File: src/rtl/hyperram_pkg.sv
// hyperram_pkg: shared types and command/address packing for the HyperBus
// transaction sequencer (hyperram_seq).
package hyperram_pkg;

   // Sequencer states, in the order a transaction walks through them.
   typedef enum logic [3:0] {
      ST_IDLE,
      ST_CS_SETUP,
      ST_CA0,
      ST_CA1,
      ST_CA2,
      ST_LATENCY,
      ST_WR_DATA,
      ST_RD_DATA,
      ST_CS_HOLD,
      ST_RECOVER
   } state_t;

   // Command/address word layout (48 bits, sent MSB half-word first).
   localparam int CA_W       = 48;
   localparam int CA_RW_BIT  = 47;  // 1 = read
   localparam int CA_AS_BIT  = 46;  // 0 = memory space
   localparam int CA_BT_BIT  = 45;  // 1 = linear burst
   localparam int CA_ROW_MSB = 44;  // upper word-address bits
   localparam int CA_ROW_LSB = 16;
   localparam int CA_COL_MSB = 2;   // lower word-address bits

   // Build the 48-bit CA word from a request.
   function automatic logic [CA_W-1:0] ca_pack(input logic we, input logic [31:0] addr);
      logic [CA_W-1:0] ca;
      ca                        = '0;
      ca[CA_RW_BIT]             = ~we;
      ca[CA_AS_BIT]             = 1'b0;
      ca[CA_BT_BIT]             = 1'b1;
      ca[CA_ROW_MSB:CA_ROW_LSB] = addr[31:3];
      ca[CA_COL_MSB:0]          = addr[2:0];
      return ca;
   endfunction

endpackage

File: src/rtl/hyperram_seq.sv
// hyperram_seq: HyperBus transaction sequencer on clk0. Takes read/write
// burst requests and drives the DDR iobuf (csn, CK enable, data, RWDS).
// Optional read watchdog: define HYPERRAM_SEQ_RD_TIMEOUT_EN.
module hyperram_seq
   import hyperram_pkg::*;
#(
   parameter int MAX_BURST  = 64,
   parameter int LAT_CYCLES = 6,
   parameter int FIXED_LAT  = 1,
   parameter int TRWR       = 3,
   parameter int RD_TIMEOUT = 64
) (
   input  logic                         clk,
   input  logic                         rstn,
   input  logic                         req_valid,
   output logic                         req_ready,
   input  logic                         req_we,
   input  logic [31:0]                  req_addr,
   input  logic [$clog2(MAX_BURST)-1:0] req_len,
   input  logic                         wr_valid,
   output logic                         wr_ready,
   input  logic [15:0]                  wr_data,
   input  logic [1:0]                   wr_mask,
   output logic                         rd_valid,
   output logic [15:0]                  rd_data,
   output logic                         rd_last,
   output logic                         done,
   output logic                         err,
   output logic                         csn,
   output logic                         oe_clk,
   output logic                         oe_data,
   output logic [15:0]                  datain,
   input  logic [15:0]                  dataout,
   input  logic                         rwds_in,
   output logic [1:0]                   rwds_out,
   output logic                         rwds_oe
);

   localparam int LEN_W   = $clog2(MAX_BURST);
   // One width covers every cycle count the sequencer ever loads.
   localparam int CNT_MAX = (2*LAT_CYCLES > MAX_BURST) ?
                            ((2*LAT_CYCLES > RD_TIMEOUT) ? 2*LAT_CYCLES : RD_TIMEOUT) :
                            ((MAX_BURST > RD_TIMEOUT) ? MAX_BURST : RD_TIMEOUT);
   localparam int CNT_W   = $clog2(((CNT_MAX > TRWR) ? CNT_MAX : TRWR) + 1);

   state_t             r_state;
   state_t             w_state_nxt;
   logic               r_we;
   logic [31:0]        r_addr;
   logic [LEN_W-1:0]   r_len;
   logic               r_mult2;
   logic [CNT_W-1:0]   r_cnt;
   logic [CA_W-1:0]    w_ca;
   logic               w_cnt_zero;
   logic               w_timeout;

   assign w_ca       = ca_pack(r_we, r_addr);
   assign w_cnt_zero = (r_cnt == '0);

`ifdef HYPERRAM_SEQ_RD_TIMEOUT_EN
   logic [CNT_W-1:0] r_wdog;

   // Cycles since the last valid read word; cleared outside RD_DATA.
   always_ff @(posedge clk) begin
      if (!rstn || r_state != ST_RD_DATA || rwds_in)
         r_wdog <= '0;
      else
         r_wdog <= r_wdog + CNT_W'(1);
   end

   assign w_timeout = (r_state == ST_RD_DATA) && !rwds_in &&
                      (r_wdog == CNT_W'(RD_TIMEOUT - 1));
`else
   assign w_timeout = 1'b0;
`endif

   // State register; reset aborts any burst straight back to IDLE.
   always_ff @(posedge clk) begin
      if (!rstn)
         r_state <= ST_IDLE;
      else
         r_state <= w_state_nxt;
   end

   // Request capture on accept and latency multiplier sampled in CA0.
   always_ff @(posedge clk) begin
      if (r_state == ST_IDLE && req_valid) begin
         r_we   <= req_we;
         r_addr <= req_addr;
         r_len  <= req_len;
      end
      if (r_state == ST_CA0)
         r_mult2 <= (FIXED_LAT != 0) || rwds_in;
   end

   // Shared down-counter: latency cycles, then words left, then recovery.
   always_ff @(posedge clk) begin
      if (!rstn) begin
         r_cnt <= '0;
      end else begin
         case (r_state)
            ST_CA2:     r_cnt <= r_mult2 ? CNT_W'(2*LAT_CYCLES - 1) : CNT_W'(LAT_CYCLES - 1);
            ST_LATENCY: r_cnt <= w_cnt_zero ? CNT_W'(r_len) : r_cnt - CNT_W'(1);
            ST_WR_DATA: if (wr_valid && !w_cnt_zero) r_cnt <= r_cnt - CNT_W'(1);
            ST_RD_DATA: if (rwds_in && !w_cnt_zero) r_cnt <= r_cnt - CNT_W'(1);
            ST_CS_HOLD: r_cnt <= CNT_W'(TRWR - 1);
            ST_RECOVER: if (!w_cnt_zero) r_cnt <= r_cnt - CNT_W'(1);
            default:    r_cnt <= r_cnt;
         endcase
      end
   end

   // Next state and all iobuf/user outputs decoded from the current state.
   always_comb begin
      w_state_nxt = r_state;
      req_ready   = 1'b0;
      csn         = 1'b1;
      oe_clk      = 1'b0;
      oe_data     = 1'b0;
      datain      = '0;
      rwds_out    = '0;
      rwds_oe     = 1'b0;
      wr_ready    = 1'b0;
      rd_valid    = 1'b0;
      rd_data     = '0;
      rd_last     = 1'b0;
      done        = 1'b0;
      err         = 1'b0;
      case (r_state)
         ST_IDLE: begin
            req_ready = rstn;
            if (req_valid && rstn) w_state_nxt = ST_CS_SETUP;
         end
         ST_CS_SETUP: begin
            csn         = 1'b0;
            w_state_nxt = ST_CA0;
         end
         ST_CA0: begin
            csn         = 1'b0;
            oe_clk      = 1'b1;
            oe_data     = 1'b1;
            datain      = w_ca[47:32];
            w_state_nxt = ST_CA1;
         end
         ST_CA1: begin
            csn         = 1'b0;
            oe_clk      = 1'b1;
            oe_data     = 1'b1;
            datain      = w_ca[31:16];
            w_state_nxt = ST_CA2;
         end
         ST_CA2: begin
            csn         = 1'b0;
            oe_clk      = 1'b1;
            oe_data     = 1'b1;
            datain      = w_ca[15:0];
            w_state_nxt = ST_LATENCY;
         end
         ST_LATENCY: begin
            csn    = 1'b0;
            oe_clk = 1'b1;
            if (w_cnt_zero) w_state_nxt = r_we ? ST_WR_DATA : ST_RD_DATA;
         end
         ST_WR_DATA: begin
            // CK stops while the user stalls, so the memory sees no gap.
            csn      = 1'b0;
            wr_ready = 1'b1;
            oe_data  = 1'b1;
            rwds_oe  = 1'b1;
            datain   = wr_data;
            rwds_out = wr_mask;
            oe_clk   = wr_valid;
            if (wr_valid && w_cnt_zero) w_state_nxt = ST_CS_HOLD;
         end
         ST_RD_DATA: begin
            csn      = 1'b0;
            oe_clk   = 1'b1;
            rd_valid = rwds_in;
            rd_data  = dataout;
            rd_last  = rwds_in && w_cnt_zero;
            if (rwds_in && w_cnt_zero) begin
               w_state_nxt = ST_CS_HOLD;
            end else if (w_timeout) begin
               err         = 1'b1;
               w_state_nxt = ST_CS_HOLD;
            end
         end
         ST_CS_HOLD: begin
            csn         = 1'b0;
            w_state_nxt = ST_RECOVER;
         end
         ST_RECOVER: begin
            done = (r_cnt == CNT_W'(TRWR - 1));
            if (w_cnt_zero) w_state_nxt = ST_IDLE;
         end
         default: w_state_nxt = ST_IDLE;
      endcase
   end

endmodule
File: config.mk
export PLATFORM = sky130hd
export DESIGN_NAME = hyperram_seq
export DESIGN_NICKNAME = d
export VERILOG_FILES = /design/src/rtl/hyperram_pkg.sv /design/src/rtl/hyperram_seq.sv
export SDC_FILE = /design/constraint.sdc
export NUM_CORES = 1
export LEC_CHECK = 0
export BUFFER_PORTS_ARGS = -buffer_cell sky130_fd_sc_hd__buf_2
export CORE_ASPECT_RATIO = 0.7
export CORE_MARGIN = 2
export CORE_UTILIZATION = 30
export CTS_BUF_LIST = sky130_fd_sc_hd__clkbuf_8
export CTS_CLUSTER_SIZE = 10
export DETAILED_ROUTE_END_ITERATION = 10
export REMOVE_ABC_BUFFERS = 1
export SLEW_MARGIN = 5
export SYNTH_ARGS = -nofsm -noshare
export SYNTH_HDL_FRONTEND = slang
export SYNTH_SLANG_ARGS = --single-unit
File: constraint.sdc
create_clock -name clk -period 3.5 [get_ports clk]
set_input_delay 0.525 -clock clk [delete_from_list [all_inputs] [get_ports clk]]
set_output_delay 0.525 -clock clk [all_outputs]
set_load 0.005 [all_outputs]
==> impl_results.md <==
- GRT overflow: 0
- Die Width: 120 µm
- Final WL: 7640 µm
- Die height: 85.2 µm
- Worst EP required: 2.97 ns
- Post-CTS Hold Fix Bufs: 0
- Setup Fix Bufs, Post-CTS: 0
- Most instantiated cells after synthesis: nor2_1 (44), edfxtp_1 (39), a21oi_1 (29), and2_1 (17), mux2i_1 (14)
- Yosys cell types: 58
- Routed via count: 2449
- Min cycle time layout: 2.75 ns
- DRC: 0
- Worst-Skew Late Latency: 0.31 ns
- Area Growth Syn to Fin: 27.9%
- Hpwl dp: 5680 µm
- Final core occ: 39.7%
- Port Buffers: 120
- CTS tree: yes
- Met3 wire length: 499 µm
- Outcome: completed
- GRT Util Overall: 14.9%
- # clock sinks: 50
- VDD IR max: 0.183 mV
- Cell Area, Synth: 2830 µm²
- RePlAce Congestion: 0.822
- P per Cell Area: 417 nW/µm²
- Pin count of the biggest net entering global routing: 40
- Hold Slack: 0.386 ns
- WL/cell: 15.1 µm
- Antenna diode count: 0
- I/O Pins: 122
- Layout cells sized above 1: 40.7%
- Crit end category: output port
- Pwr Total: 1.51 mW
- FF+latch count, synth: 50
- Post-cts sizing count: 0
- Worst Path Class, Setup: reg2out
- DRT iter0 DRCs: 91
- DR pass1 iterations: 4
- Core Rows: 29
- CP Launch Type: flop
- Leak: 1.59 nW
- Die Footprint: 10200 µm²
- Post-route ant nets: 0
- Maximum fanout along the worst path: 21
- Final period util: 78.6%
- Highest routing layer actually used: met4
- Synth top area share: 41.5%
- Async S/R FF share, synth: 0%
- Area leader, netlist: edfxtp_1
- Critical path arrival: 2.23 ns
- Cell chosen for the clock root: clkbuf_8
- Number of antenna violations at the first check in global routing: 0
- Met2 wire len: 3290 µm
- Setup TNS: 0 ns
- Vias in the first global route: 2415
- Fin. max-slew vios: 0
- Met1 wire length: 3800 µm
- Core area: 9110 µm²
- Post-Syn Area per Cell: 10.5 µm²
- Hold Violations, Final: 0
- Warnings, synthesis: 0
- Most common cell in the synthesized netlist: nor2_1
- Slew @ Worst Pin: 0.915 ns
- First-pass GRT wire length: 12100 µm
- Worst hold path type: in2reg
- Clock transition at the registers of the reported paths: 0.10 ns
- Initial core utilization: 31.0%
- Filler cells: 924
- Slew headroom: 39.0%
- Achievable Freq: 0.364 GHz
- Via density: 4.83
- Max Cap Viol: 0
- Layout Skew: 0.00459 ns
- Top_reg_cell synth: edfxtp_1
- CTS HTree Levels: 2
- Register area share after synthesis: 49.2%
- Max clock buf depth: 2
- Post-synth EDFFs: 39
- Nets: 463
- Syn Inst Count: 270
- Unrepaired setup endpoints after global routing: no
- # setup viols final: 0
- Placed Area: 3500 µm²
- TritonCTS Buffers: 5
- Fin area: 3610 µm²
- Top cells by area, synth: edfxtp_1 (41%), dfxtp_1 (7.8%), nor2_1 (5.8%)
## path summary, 6_finish.rpt
path | startpoint | end | slack (ns) | depth (start not counted)
min | req_addr[27] | r_addr[27] | 0.39 | 1
max | r_state[2] | datain[0] | 0.75 | 6
max reg2reg | r_state[2] | r_cnt[3] | 1.14 | 6
min reg2reg | r_cnt[0] | r_cnt[0] | 0.59 | 2
## logic make-up after synthesis
logic type               after synthesis  synth area share, %
AO/OA/AOI/OAI                         67                 17.8
XOR/XNOR                               5                 1.55
other                                  1                0.133
adder cells (fa/ha/maj)                3                 1.33
flip-flops                            50                 49.2
buffers and inverters                 28                 5.23
AND/OR/NAND/NOR                      101                 19.3
multiplexers                          15                 5.36
## stage by stage
stage | std cells | setup WS, ns
floorplan | 250 | 1.23
global placement | 499 | 1.12
detailed placement | 499 | 1.08
CTS | 507 | 0.729
global route | 507 | 0.578
finish | 507 | 0.749
## area by class of cell
class	instances	area, µm²	share of cell area, %
clock buffer	5	68.8	1.90
clock inverter	3	43.8	1.21
inverter	8	30.0	0.831
multi-input combinational	192	1290	35.6
sequential	50	1390	38.5
tap	124	155	4.29
timing repair buffer	125	638	17.7
## cell usage in the layout (no fill, tap or decap), types with 2 or more instances in the layout
cell type and count:
nor2b_1 4, a211oi_2 4, and2_1 17, o32ai_1 3, xor2_1 3, nor3b_1 3
mux2i_1 14, a22oi_1 2, buf_2 120, nand3_1 3, xnor2_1 2, o21ai_0 6
nand2_1 9, clkbuf_8 5, dfxtp_1 11, a21o_1 3, inv_1 7, nor2_1 44
and3_1 4, and4bb_2 2, nand2b_1 4, buf_4 5, a21oi_1 29, ha_1 3
a32oi_1 3, a311oi_2 2, edfxtp_1 39
## registers in the layout, indices dropped and copies added (netlist names)
signal,cells
r_addr,32
r_cnt,7
r_len,6
r_state,4
r_we,1
## metal layers
metal | GRT usage [%] | up-vias
li1 | - | 1203
met4 | 2.89 | 0
met5 | 0 | -
met3 | 2.96 | 5
met2 | 23.4 | 95
met1 | 21.4 | 1146
## power breakdown
part	leakage, nW	total, mW	switching, mW	internal, mW
clock network	0.0585	0.424	0.209	0.215
logic	1.07	0.338	0.190	0.147
registers	0.459	0.746	0.0388	0.708
total	1.59	1.51	0.438	1.07
## worst max-delay path, stage by stage (launching register included)
cell,delay (ns)
dfxtp_1,0.76
buf_4,0.33
nand2b_1,0.15
nor2_1,0.21
a32oi_1,0.08
o32ai_1,0.22
buf_2,0.18
Power figures use the tool's default switching activity.
